--- config.mk ---
export PLATFORM = sky130hd
export DESIGN_NAME = alu_op_sequencer
export DESIGN_NICKNAME = d
export VERILOG_FILES = /design/src/rtl/alu_pkg.sv /design/src/rtl/alu_unit_decoder.sv /design/src/rtl/alu_op_sequencer.sv
export SDC_FILE = /design/constraint.sdc
export NUM_CORES = 1
export LEC_CHECK = 0
export BUFFER_PORTS_ARGS = -buffer_cell sky130_fd_sc_hd__buf_2
export CAP_MARGIN = 10
export CORE_AREA = 2 2 97 99
export CTS_CLUSTER_DIAMETER = 40
export DETAILED_ROUTE_END_ITERATION = 16
export DIE_AREA = 0 0 99 101
export GPL_ROUTABILITY_DRIVEN = 0
export HOLD_SLACK_MARGIN = 0.02
export PLACE_DENSITY = 0.81
export SLEW_MARGIN = 10
export SYNTH_ARGS = -nofsm -noshare
export SYNTH_HDL_FRONTEND = slang
export SYNTH_HIERARCHICAL = 1
export SYNTH_SLANG_ARGS = --single-unit
--- constraint.sdc ---
create_clock -name CLK -period 4.58 [get_ports CLK]
set_input_delay 1.145 -clock CLK [delete_from_list [all_inputs] [get_ports CLK]]
set_output_delay 1.145 -clock CLK [all_outputs]
set_load 0.03 [all_outputs]
--- src/rtl/alu_pkg.sv ---
// rtl/alu_pkg.sv - shared unit codes, FSM states and width defaults for the ALU op sequencer
package alu_pkg;

  localparam int DEF_OPERAND_SIZE = 16;
  localparam int DEF_ALU_OUT      = 32;

  localparam logic [1:0] UNIT_ARITH = 2'b00;
  localparam logic [1:0] UNIT_LOGIC = 2'b01;
  localparam logic [1:0] UNIT_CMP   = 2'b10;
  localparam logic [1:0] UNIT_SHIFT = 2'b11;

  typedef enum logic [1:0] {
    ST_IDLE    = 2'b00,
    ST_ISSUE   = 2'b01,
    ST_CAPTURE = 2'b10,
    ST_RESULT  = 2'b11
  } state_t;

  // Bit position in the enable/flag vectors equals the unit code.
  function automatic logic [3:0] unit_onehot(input logic [1:0] unit);
    return 4'b0001 << unit;
  endfunction

endpackage

--- src/rtl/alu_unit_decoder.sv ---
// rtl/alu_unit_decoder.sv - unit code to one-hot enables, result select and flag consistency check
module alu_unit_decoder
  import alu_pkg::*;
#(
  parameter int W = DEF_ALU_OUT
) (
  input  logic [1:0]   unit,
  input  logic         go,
  input  logic [W-1:0] arith_out,
  input  logic [W-1:0] logic_out,
  input  logic [W-1:0] cmp_out,
  input  logic [W-1:0] shift_out,
  input  logic [3:0]   flags,
  output logic [3:0]   enables,
  output logic [W-1:0] result,
  output logic         flag_err
);

  always_comb begin
    enables  = go ? unit_onehot(unit) : 4'b0000;
    // Only the addressed unit may report activity while it is being driven.
    flag_err = go && (flags != unit_onehot(unit));
    case (unit)
      UNIT_ARITH: result = arith_out;
      UNIT_LOGIC: result = logic_out;
      UNIT_CMP:   result = cmp_out;
      default:    result = shift_out;
    endcase
  end

endmodule

--- src/rtl/alu_op_sequencer.sv ---
// rtl/alu_op_sequencer.sv - issues one ALU op at a time to the execution units and returns the result
module alu_op_sequencer
  import alu_pkg::*;
#(
  parameter int OPERAND_SIZE = DEF_OPERAND_SIZE,
  parameter int ALU_OUT      = DEF_ALU_OUT
) (
  input  logic                    CLK,
  input  logic                    RST,
  input  logic                    Req_Valid,
  output logic                    Req_Ready,
  input  logic [OPERAND_SIZE-1:0] Req_A,
  input  logic [OPERAND_SIZE-1:0] Req_B,
  input  logic [3:0]              Req_FUN,
  output logic [OPERAND_SIZE-1:0] A,
  output logic [OPERAND_SIZE-1:0] B,
  output logic [1:0]              ALU_FUN,
  output logic                    Arith_Enable,
  output logic                    Logic_Enable,
  output logic                    CMP_Enable,
  output logic                    Shift_Enable,
  input  logic [ALU_OUT-1:0]      Arith_OUT,
  input  logic [ALU_OUT-1:0]      Logic_OUT,
  input  logic [ALU_OUT-1:0]      CMP_OUT,
  input  logic [ALU_OUT-1:0]      Shift_OUT,
  input  logic                    Arith_Flag,
  input  logic                    Logic_Flag,
  input  logic                    CMP_Flag,
  input  logic                    Shift_Flag,
  output logic                    Res_Valid,
  input  logic                    Res_Ready,
  output logic [ALU_OUT-1:0]      Res_Data,
  output logic [1:0]              Res_Unit,
  output logic                    Err
);

  state_t             state;
  logic [1:0]         unit_q;
  logic [3:0]         enables;
  logic [ALU_OUT-1:0] sel_out;
  logic               flag_err;

  // In RESULT a new request is taken in the same edge the result is consumed.
  assign Req_Ready = (state == ST_IDLE) || ((state == ST_RESULT) && Res_Ready);

  // Enables decode straight from the state register so a reset drops them at once.
  alu_unit_decoder #(.W(ALU_OUT)) u_dec (
    .unit      (unit_q),
    .go        (state == ST_ISSUE),
    .arith_out (Arith_OUT),
    .logic_out (Logic_OUT),
    .cmp_out   (CMP_OUT),
    .shift_out (Shift_OUT),
    .flags     ({Shift_Flag, CMP_Flag, Logic_Flag, Arith_Flag}),
    .enables   (enables),
    .result    (sel_out),
    .flag_err  (flag_err)
  );

  assign Arith_Enable = enables[UNIT_ARITH];
  assign Logic_Enable = enables[UNIT_LOGIC];
  assign CMP_Enable   = enables[UNIT_CMP];
  assign Shift_Enable = enables[UNIT_SHIFT];

  always_ff @(posedge CLK or posedge RST) begin
    if (RST) begin
      state     <= ST_IDLE;
      unit_q    <= UNIT_ARITH;
      A         <= '0;
      B         <= '0;
      ALU_FUN   <= 2'b00;
      Res_Valid <= 1'b0;
      Res_Data  <= '0;
      Res_Unit  <= 2'b00;
      Err       <= 1'b0;
    end else begin
      case (state)
        ST_IDLE: begin
          if (Req_Valid) begin
            A       <= Req_A;
            B       <= Req_B;
            ALU_FUN <= Req_FUN[1:0];
            unit_q  <= Req_FUN[3:2];
            state   <= ST_ISSUE;
          end
        end
        ST_ISSUE: begin
          if (flag_err) Err <= 1'b1;
          state <= ST_CAPTURE;
        end
        ST_CAPTURE: begin
          Res_Data  <= sel_out;
          Res_Unit  <= unit_q;
          Res_Valid <= 1'b1;
          state     <= ST_RESULT;
        end
        default: begin
          if (Res_Ready) begin
            Res_Valid <= 1'b0;
            if (Req_Valid) begin
              A       <= Req_A;
              B       <= Req_B;
              ALU_FUN <= Req_FUN[1:0];
              unit_q  <= Req_FUN[3:2];
              state   <= ST_ISSUE;
            end else begin
              state <= ST_IDLE;
            end
          end
        end
      endcase
    end
  end

endmodule

==> summary.md <==
| Metric | Value |
|---|---|
| Synth unique cells | `27` |
| Design Area, Final | `~5200 um2` |
| Routed Antenna Nets | `0` |
| Root Buffer | `clkbuf_8` |
| Ant diodes | `0` |
| Post-CTS setup buffer count | `0` |
| Sequential Power Share | `31.8%` |
| Clock Tree Buf Depth | `2` |
| Reg2Reg Capture Point | `ALU_FUN[1]` |
| PwrDens | `764 nW/um2` |
| Post-synth top flop | `dfrtp_1` |
| Clock H-tree levels | `3` |
| Die height | `around 100 um` |
| Post-layout min period | `2.91 ns` |
| Post-synthesis sequential area ratio | `48.8%` |
| R2R cell count | `4` |
| Buffers on Ports | `246` |
| Relative slew slack | `26.1%` |
| Vias in the first global route | `3174` |
| F_max | `around 340 MHz` |
| Total Routing Usage GR | `a little under a fifth` |
| Post-synth EDFFs | `0` |
| Cell Area, Placed | `5030 um2` |
| Pint | `0.00226 W` |
| Share of cells above drive strength 1 | `76.4%` |
| Commonest cells in the synthesized netlist | `74 x dfrtp_1, 65 x mux2_2, 32 x mux4_2` |
| Initial antenna violation count | `0` |
| Hold Path End | `Err` |
| Final Hold Viols | `0` |
| Worst hold stages | `1` |
| Layout Nets | `around 650` |
| Clock slew at reported path FFs | `0.08 ns` |
| Final WL | `9450 um` |
| CP arrival | `1.76 ns` |
| Unrepaired setup endpoints after global routing | `no` |
| Status | `finished, final reports clean` |
| GR Overflow Total | `0` |
| Area growth from synthesis to layout | `38.2%` |
| Core ar. | `around 9000 um2` |
| Combinational share of power | `55.3%` |
| Worst skew pair latency | `0.34 ns` |
| Clk sinks | `74` |
| Hold Crit Class | `flop to flop` |
| Largest net degree at the start of global routing | `between 40 and 50` |
| Setup slack, reg-to-reg | `2.28 ns` |
| Mapped cell area | `3790 um2` |
| Switch Pwr | `0.00174 W` |
| Worst setup EP type | `primary output` |
| Period utilization | `63.5%` |
| Post-route setup TNS | `0 ns` |
| CP Class | `flop to primary output` |
| Slew Viols, Final | `0` |
| Area contributors post-synth | `dfrtp_1 49%, mux2_2 19%, mux4_2 19%` |
| Synth warnings | `6` |
| Required @ worst endpoint | `3.43 ns` |
| Synthesized instance count | `231` |
| Die W | `99 um` |
| WL/cell | `16.0 um` |
| Reg2reg start | `state[0]` |
| Cell Rows | `35` |
| Vias per cell | `5.03` |
| Layout Cells excl Fill | `between 500 and 600` |
| Detailed-router iteration count before antenna repair | `4` |
| Yosys reg bits | `74` |
| Maximum fanout along the worst path | `42` |
| Top Ports | `about 250` |
| CTS tree | `built` |
| Avg Inst Size Synth | `16.4 um2` |
| Ys async rst share | `100%` |
| Via count | `2969` |
| Global-route wire length before repair | `14600 um` |
| CTS resizes | `0` |
| DR iter-0 viols | `38` |
| Max_cap viols | `0` |
| Worst hold start | `Err` |
| Worst VDD drop | `between 0.4 and 0.5 mV` |
| Full die area | `~10000 um2` |
| Initial Util | `42.2%` |
| Placed cells | `about 570` |
| Crit path launch | `unit_q[1]` |
| Setup violators final | `0` |
| Clock power frac | `12.9%` |
| Leakage | `approximately 2.6 nW` |
| Worst-Margin Slew | `between 1 and 1.5 ns` |
| Count leader, synth | `dfrtp_1` |
| Yosys top cell area share | `48.8%` |
| Synth area leader | `dfrtp_1` |
| Startpoint Class | `flop` |
| Switching Share | `43.6%` |
| # DRC | `0` |
| Clock buffer count from CTS | `9` |
| # hold bufs at CTS | `0` |
| Fin Clk Skew | `0.00504 ns` |
| Hpwl dp | `7360 um` |
| Net count after synthesis | `408` |
| Worst hold margin | `~0.46 ns` |
[placed cells by master (no fill, tap or decap), drive strengths merged, types with 3 or more instances in the layout]
master	count
buf	248
dfrtp	74
mux2	70
mux4	32
clkbuf	10
ha	5
inv	5
nor2	4
and3b	4
nor3b	3
clkinv	3
[cell type report]
| class | instances | area (um2) |
|---|---|---|
| tap | 111 | 139 |
| inverter | 4 | 15.0 |
| clock buffer | 10 | 138 |
| clock inverter | 6 | 65.1 |
| timing repair buffer | 248 | 1250 |
| sequential | 74 | 1850 |
| fill | 747 | 3740 |
| multi-input combinational | 137 | 1780 |
[flip-flops by register name, indices dropped and copies added, names as in the netlist]
register / cells
Res_Data: 32
A: 16
B: 16
ALU_FUN: 2
Res_Unit: 2
state: 2
unit_q: 2
Err: 1
Res_Valid: 1
[kinds of logic (layout without fill, tap and decap cells)]
logic type / after synthesis / count (layout) / synth area share [%]
AO/OA/AOI/OAI: 12 / 12 / 2.54
flip-flops: 74 / 74 / 48.8
AND/OR/NAND/NOR: 18 / 18 / 2.90
multiplexers: 102 / 102 / 39.8
buffers and inverters: 20 / 268 / 4.26
adder cells (fa/ha/maj): 5 / 5 / 1.65
[power by group through the flow]
stage / clock network [W] / registers [W] / logic [W]
after floorplan: 0 / 0.00181 / 0.00116
after global placement: 0 / 0.00126 / 0.00218
after detailed placement: 0 / 0.00129 / 0.00224
after CTS: 0.000533 / 0.00128 / 0.00224
after global routing: 0.000561 / 0.00134 / 0.00234
final: 0.000516 / 0.00127 / 0.00221
[worst max-delay path, stage by stage, from the launching register on]
cell     delay [ns]
dfrtp_2        0.96
and3_1         0.26
buf_2          0.19
[how the worst max path moves through the flow]
stage | slack (ns) | endpoint | cells after the start
global placement | 1.80 | Req_Ready | 3
floorplan | 1.55 | ALU_FUN[0] | 1
detailed placement | 1.79 | Req_Ready | 3
CTS | 1.64 | Shift_Enable | 2
finish | 1.67 | Shift_Enable | 2
global route | 1.53 | Shift_Enable | 2
[layer usage]
layer / part of all wire (%) / vias to the layer above / track usage, %
li1: - / 1365 / -
met1: 35 / 1477 / 19.7
met2: 57 / 114 / 36.2
met3: 6.4 / 13 / 3.81
met4: 1.6 / 0 / 7.38
met5: 0 / - / 0
[metrics by stage]
step | total power [W] | setup WS [ns] | utilization [%]
5_1_grt | 0.00424 | 1.53 | 58.3
3_3_place_gp | 0.00344 | 1.80 | 56.1
6_report | 0.00400 | 1.67 | 58.3
3_5_place_dp | 0.00353 | 1.79 | 56.1
4_1_cts | 0.00405 | 1.64 | 58.3
2_1_floorplan | 0.00298 | 1.55 | -
Power figures use the tool's default switching activity.
